==> src/rtl/eq_sdp_pipe.sv <==
// eq_sdp_pipe
// Three-stage add/subtract datapath computing n = (a +/- b) +/- c with
// elastic valid/ready handshaking on both sides and optional unsigned
// saturation at each arithmetic stage.
//
// Parameters:
//   WIDTH    operand/result width (>= 2)
//   SEL_MODE 0: stage-1 op chosen by ctl_1; 1: chosen by a[0] (odd -> add)
//   SAT      0: modular arithmetic; 1: unsigned saturating arithmetic
//
// Ports:
//   clk        rising-edge clock
//   reset      asynchronous active-low reset
//   in_valid   input beat offered
//   in_ready   block can accept a beat this cycle
//   ctl_1      stage-1 op select (1 = add), used when SEL_MODE = 0
//   ctl_2      stage-2 op select (1 = add, 0 = subtract)
//   a, b, c    unsigned operands
//   out_valid  result beat present
//   out_ready  downstream accepts the result
//   out        result n
//   out_ovf    carry or borrow occurred in either stage for this beat
module eq_sdp_pipe #(
  parameter int WIDTH    = 8,
  parameter int SEL_MODE = 0,
  parameter int SAT      = 0
) (
  input  logic             clk,
  input  logic             reset,
  input  logic             in_valid,
  output logic             in_ready,
  input  logic             ctl_1,
  input  logic             ctl_2,
  input  logic [WIDTH-1:0] a,
  input  logic [WIDTH-1:0] b,
  input  logic [WIDTH-1:0] c,
  output logic             out_valid,
  input  logic             out_ready,
  output logic [WIDTH-1:0] out,
  output logic             out_ovf
);

  // One arithmetic stage: returns {flag, result}. The flag is the carry on
  // add or the borrow on subtract; both fall out of bit WIDTH of a
  // WIDTH+1-bit operation on zero-extended operands. With saturation the
  // result clamps to all-ones (carry) or zero (borrow).
  function automatic logic [WIDTH:0] arith(input logic             add,
                                           input logic [WIDTH-1:0] x,
                                           input logic [WIDTH-1:0] y);
    logic [WIDTH:0]   wide;
    logic [WIDTH-1:0] res;
    if (add) begin
      wide = {1'b0, x} + {1'b0, y};
      res  = (SAT != 0 && wide[WIDTH]) ? {WIDTH{1'b1}} : wide[WIDTH-1:0];
    end else begin
      wide = {1'b0, x} - {1'b0, y};
      res  = (SAT != 0 && wide[WIDTH]) ? {WIDTH{1'b0}} : wide[WIDTH-1:0];
    end
    return {wide[WIDTH], res};
  endfunction

  // Stage valid bits
  logic v1_reg, v2_reg, v3_reg;
  logic v1_next, v2_next, v3_next;

  // S1: registered inputs
  logic             s1_ctl_1_reg, s1_ctl_2_reg;
  logic [WIDTH-1:0] s1_a_reg, s1_b_reg, s1_c_reg;

  // S2: stage-1 result plus operands still needed downstream
  logic [WIDTH-1:0] s2_m_reg, s2_c_reg;
  logic             s2_ctl_2_reg, s2_ovf1_reg;

  // S3: final result
  logic [WIDTH-1:0] s3_n_reg;
  logic             s3_ovf_reg;

  // Handshake terms, evaluated from the output end backwards so a full
  // pipe can still move when the sink drains it.
  logic adv3, ld3, ld2, ld1;

  assign adv3     = v3_reg & out_ready;
  assign ld3      = v2_reg & (~v3_reg | adv3);
  assign ld2      = v1_reg & (~v2_reg | ld3);
  assign in_ready = ~v1_reg | ld2;
  assign ld1      = in_valid & in_ready;

  // Stage-1 arithmetic on the S1 register contents
  logic             sel_1;
  logic [WIDTH:0]   st1_res;
  logic [WIDTH:0]   st2_res;

  assign sel_1   = (SEL_MODE != 0) ? s1_a_reg[0] : s1_ctl_1_reg;
  assign st1_res = arith(sel_1, s1_a_reg, s1_b_reg);
  assign st2_res = arith(s2_ctl_2_reg, s2_m_reg, s2_c_reg);

  // A stage's valid bit sets when it loads and clears when its contents
  // move on without being replaced.
  always_comb begin
    v1_next = v1_reg;
    v2_next = v2_reg;
    v3_next = v3_reg;
    if (ld1) begin
      v1_next = 1'b1;
    end else if (ld2) begin
      v1_next = 1'b0;
    end
    if (ld2) begin
      v2_next = 1'b1;
    end else if (ld3) begin
      v2_next = 1'b0;
    end
    if (ld3) begin
      v3_next = 1'b1;
    end else if (adv3) begin
      v3_next = 1'b0;
    end
  end

  always_ff @(posedge clk or negedge reset) begin
    if (!reset) begin
      v1_reg       <= 1'b0;
      v2_reg       <= 1'b0;
      v3_reg       <= 1'b0;
      s1_ctl_1_reg <= 1'b0;
      s1_ctl_2_reg <= 1'b0;
      s1_a_reg     <= '0;
      s1_b_reg     <= '0;
      s1_c_reg     <= '0;
      s2_m_reg     <= '0;
      s2_c_reg     <= '0;
      s2_ctl_2_reg <= 1'b0;
      s2_ovf1_reg  <= 1'b0;
      s3_n_reg     <= '0;
      s3_ovf_reg   <= 1'b0;
    end else begin
      v1_reg <= v1_next;
      v2_reg <= v2_next;
      v3_reg <= v3_next;
      if (ld1) begin
        s1_ctl_1_reg <= ctl_1;
        s1_ctl_2_reg <= ctl_2;
        s1_a_reg     <= a;
        s1_b_reg     <= b;
        s1_c_reg     <= c;
      end
      if (ld2) begin
        s2_m_reg     <= st1_res[WIDTH-1:0];
        s2_ovf1_reg  <= st1_res[WIDTH];
        s2_ctl_2_reg <= s1_ctl_2_reg;
        s2_c_reg     <= s1_c_reg;
      end
      if (ld3) begin
        s3_n_reg   <= st2_res[WIDTH-1:0];
        s3_ovf_reg <= s2_ovf1_reg | st2_res[WIDTH];
      end
    end
  end

  assign out_valid = v3_reg;
  assign out       = s3_n_reg;
  assign out_ovf   = s3_ovf_reg;

endmodule

==> config.mk <==
export PLATFORM = sky130hd
export DESIGN_NAME = eq_sdp_pipe
export DESIGN_NICKNAME = d
export VERILOG_FILES = /design/src/rtl/eq_sdp_pipe.sv
export SDC_FILE = /design/constraint.sdc
export NUM_CORES = 1
export LEC_CHECK = 0
export CORE_MARGIN = 2
export CORE_UTILIZATION = 30
export DETAILED_ROUTE_END_ITERATION = 12
export PLACE_DENSITY = 0.46
export SLEW_MARGIN = 20
export SYNTH_ARGS = -nofsm -noshare
export SYNTH_HDL_FRONTEND = slang
export SYNTH_SLANG_ARGS = --single-unit
==> constraint.sdc <==
create_clock -name clk -period 2.75 [get_ports clk]
set_clock_uncertainty 0.1 [all_clocks]
set_input_delay 0.275 -clock clk [delete_from_list [all_inputs] [get_ports clk]]
set_output_delay 0.275 -clock clk [all_outputs]
set_load 0.005 [all_outputs]
Word-level counts from Yosys, hierarchy flattened
Cells that the tools add are included. W data, S select, Z words.

Register bits after elaboration: 56. Input port bits: 30. Logic and storage cells: 42.

Add/subtract/negate cells: 4. Mux-type cells: 10. Bitwise operators: 11. Reductions and logical operators: 3.

Operators with widths (number): $add A8 B8 Y9 (2); $mux W9 (2); $sub A8 B8 Y9 (2); $mux W8 (2); $mux W1 (6); $reduce_bool A2 Y1 (3); $and A1 B1 Y1 (4); $or A1 B1 Y1 (4); $not A1 Y1 (3).

Depth between registers and ports, before layout
Depth in word-level cells: 8. Mapped depth: 9.

Worst setup path before layout
No wires, ideal clock.

Path type: flip-flop to flip-flop. From: register s1_a_reg[1]. To: register s2_ovf1_reg. Data arrival time: 1.873 ns. Slack: 0.712 ns. Cell stages (with the launch flop): 8. Path through: dfrtp_1 -> inv_1 -> fa_1 -> o21bai_1 -> a211oi_1 -> or4_1 -> a41oi_1 -> a22o_1.

Word-level cells in the longest chain between the ends: 2. Elaborated cells on any way between the ends: 3.

RTL lines: start: declaration (RTL line 68) `logic [WIDTH-1:0] s1_a_reg, s1_b_reg, s1_c_reg;`; start signal: assignment (RTL line 127) `s1_a_reg <= '0;`; start signal: assignment (RTL line 143) `s1_a_reg <= a;`; $sub A8 B8 Y9 or $add A8 B8 Y9 (tied branches) (RTL line 56, 53); $mux W9 (*) (RTL line 52) `if (add) begin`; end signal: assignment (RTL line 149) `s2_ovf1_reg <= st1_res[WIDTH];`; end: declaration (RTL line 72) `logic s2_ctl_2_reg, s2_ovf1_reg;`.

Mark *: on every way between the ends. The rest lies on a longest branch, timed or not. A chain may end at the register's enable or synchronous reset.

Final worst setup path
Ends and elaborated chain as after synthesis.

==> run summary <==
* finished, final reports clean — outcome
* 2 — maximum buffer depth of the clock tree
* 0.513 ns — Least-Margin Pin Slew
* 100% — fraction of registers with async set/reset
* 0 — total global routing overflow
* 2 — deepest level of the CTS H-tree
* 449 — Nets
* 12100 um — first-pass GRT wire length
* 0 — DRC violations left
* 283 uV — maximum resistive drop on vdd
* 7 — worst reg-to-reg path cell count
* 1130 — number of fill cells
* 1.28% — xor/xnor cell area share of the yosys netlist
* 0 ns — setup tns final
* 0 — number of synthesized flops with an enable pin
* 57 — pin count of the biggest net entering global routing
* 0 — total setup buffers inserted after CTS
* 13.3 um — wire length per cell after detailed routing
* dfrtp_1, clkdlybuf4s50_1, nand2_1, ha_1, inv_1 — leading cell types in the layout, fill and taps excluded
* 831 nW/um^2 — power density of the placed cells
* 56 — synthesis-stage register bit count
* 0 — number of endpoints failing setup at the final stage
* 6980 um — total routed wirelength
* s1_a_reg[1] — launch instance of the worst register-to-register path
* s1_a_reg[1] — Critical Path Source
* 0 — final hold violations
* 10.7% — fraction of layout cells with a size suffix above 1
* 515 — instance count after placement with tap cells included
* 2.25 ns — post-layout minimum cycle time
* s2_ovf1_reg — crit path capture
* no — setup repair after global routing missed its margin
* 524 — non-filler cells, final
* 9.15% — share of synthesized area spent on multiplexers
* register to register — worst min-delay path category
* 11000 um^2 — total core area
* 111 um — vertical die dimension
* compound AO/OA/AOI/OAI gates — largest family of logic cells by synthesized area
* 76 — DRC marker count from the first detailed-route iteration
* 5 — top fanout value on the critical path
* 65.8% — Max-Slew Margin vs Limit
* 2.38 ns — worst path arrival time
* 343 — Gate Count Post-Synth
* 3420 um^2 — Mapped Area
* 2.88 ns — data required time of the worst path
* 4 — 1st-pass router iterations
* 16.2% — synthesized-area fraction occupied by ao, oa, aoi and oai cells
* 0 — Yosys warnings
* 41.0% — sequential cell area fraction in the yosys report
* 1.80 nW — leakage power
* 5230 um — post-detail-place hpwl
* register — endpoint class of the critical path
* 38 — number of rows created at floorplan
* 41 — num ports
* 2537 — via count of the first global-routing pass
* 9.96 um^2 — Mapped Avg Cell Area
* 111 um — floorplan die width
* 0.822 — weighted congestion at the end of routability-driven global placement
* 56 — Synth cell types
* 2498 — number of vias after detailed routing
* s2_ovf1_reg — FF-to-FF End
* 0.07 ns — clock-pin slew of the registers on the worst-case setup and hold paths
* 0 — number of diodes
* 40 — port bufs
* 0 — antenna violations before repair
* 409 — Synth Net Count
* 0.50 ns — reg-to-reg slack, setup
* 4.77 — via/cell ratio
* 12300 um^2 — floorplan die area
* 21.6% — Area growth syn-to-layout
* 14.1% — adder-cell area share of the yosys netlist
* register to register — kind of critical path
* clkbuf_16 — root buf cell
* 444 MHz — highest clock frequency the design can meet
* built — TritonCTS clock tree
* 0.29 ns — clock insertion delay at the later pin of the skew report
* 13.3% — simple-gate share of the synthesized area
* dfrtp_1 — commonest register cell after synthesis
* 5 — clock buffer count from CTS
* 31.1% — initial core utilization
* register — Startpoint Class
* 0 — ANT nets after route
* 82.0% — final critical-path share of the clock period
* dfrtp_1 — most common library cell in the layout ignoring fill and taps
* 56 — number of clock sinks
* 0 — # Max-Cap Violations
* 11.7% — GRT Resource Usage Total
* 0 — final-report max-slew violation count
==> layout make-up <==
cell class / count / area [um^2] / area share [%]
multi-input cells: 244 / 1850 / 44.4
flip-flops and latches: 56 / 1400 / 33.7
repair buffers: 45 / 448 / 10.8
well taps: 140 / 175 / 4.22
clock buffers: 5 / 125 / 3.01
inverters: 31 / 116 / 2.80
clock inverters: 3 / 42.5 / 1.02
==> worst max-delay path: stages (launching register included) <==
cell and delay, ns:
dfrtp_1 0.45, inv_1 0.09, fa_1 0.45, o21bai_1 0.22, a211oi_1 0.12, or4_1 0.41
a41oi_1 0.22, a22o_1 0.15
==> how the worst min path moves through the flow <==
stage	from	slack (ns)	depth (start not counted)	end
2_1_floorplan	reset	-0.12	0	out[0]
3_3_place_gp	reset	0.20	2	out[1]
3_5_place_dp	reset	0.20	2	out[0]
4_1_cts	s1_c_reg[0]	0.37	2	s2_c_reg[0]
5_1_grt	s1_c_reg[0]	0.41	2	s2_c_reg[0]
6_report	s1_c_reg[0]	0.37	2	s2_c_reg[0]
==> what timing repair did <==
action | in CTS | in global routing
hold buffers | 1 | 0
setup endpoints to repair | 0 | 0
endpoints found under the hold margin | 56 | 0
gates resized for setup | 0 | 0
==> power breakdown <==
group | internal, mW | leakage, nW | switching [mW]
sequential | 1.04 | 0.661 | 0.171
combinational | 0.739 | 1.06 | 0.775
clock | 0.429 | 0.0798 | 0.300
==> synth_stat cells (all sizes together) (2+ instances only) <==
| cell type | count | area [um^2] |
|---|---|---|
| nor3b | 2 | 15.0 |
| a21o | 3 | 22.5 |
| a2111oi | 2 | 18.8 |
| nand2b | 5 | 31.3 |
| inv | 31 | 116 |
| nor3 | 5 | 25.0 |
| fa | 4 | 80.1 |
| nand3 | 5 | 25.0 |
| and3 | 2 | 12.5 |
| a31oi | 7 | 43.8 |
| nor2b | 9 | 56.3 |
| nand2 | 32 | 120 |
| and2 | 3 | 18.8 |
| clkbuf | 7 | 26.3 |
| nor2 | 20 | 77.6 |
| or3 | 2 | 12.5 |
| o211ai | 5 | 37.5 |
| mux2i | 2 | 20.0 |
| buf | 5 | 27.5 |
| or4 | 2 | 15.0 |
| o21bai | 3 | 22.5 |
| a211oi | 5 | 42.5 |
| o2bb2ai | 2 | 17.5 |
| xnor2 | 4 | 35.0 |
| dfrtp | 56 | 1400 |
| a21oi | 9 | 45.0 |
| nand4b | 2 | 17.5 |
| mux2 | 26 | 293 |
| ha | 32 | 400 |
| o31ai | 3 | 22.5 |
| o21a | 2 | 15.0 |
| o21ai | 27 | 135 |
==> routing by layer <==
metal  wire length, um  vias to the layer above  track usage [%]
met4                48                        0             2.25
met1              3430                     1174             15.8
met2              3310                       30             19.9
met3               184                        5             2.02
met5                 0                        -                0
li1                  -                     1289                -
==> kinds of logic (layout without fill, tap and decap cells) <==
family / Yosys count / in the layout
AND/OR/NAND/NOR: 93 / 93
AO/OA/AOI/OAI: 82 / 82
flip-flops: 56 / 56
buffers and inverters: 43 / 84
adder cells (fa/ha/maj): 36 / 36
multiplexers: 28 / 28
XOR/XNOR: 5 / 5
==> per-stage QoR <==
stage | utilization (%) | hold WS (ns) | setup WS (ns) | area (um^2) | power [mW]
after floorplan | - | -0.121 | 0.712 | 3420 | 2.28
after global placement | 36.2 | 0.204 | 0.557 | 3980 | 2.73
after detailed placement | 36.2 | 0.204 | 0.506 | 3980 | 2.75
after CTS | 37.8 | 0.375 | 0.489 | 4150 | 3.51
after global routing | 37.8 | 0.414 | 0.347 | 4150 | 3.76
final | 37.8 | 0.367 | 0.495 | 4150 | 3.45
Note: power is estimated with default switching activity, not from simulation.
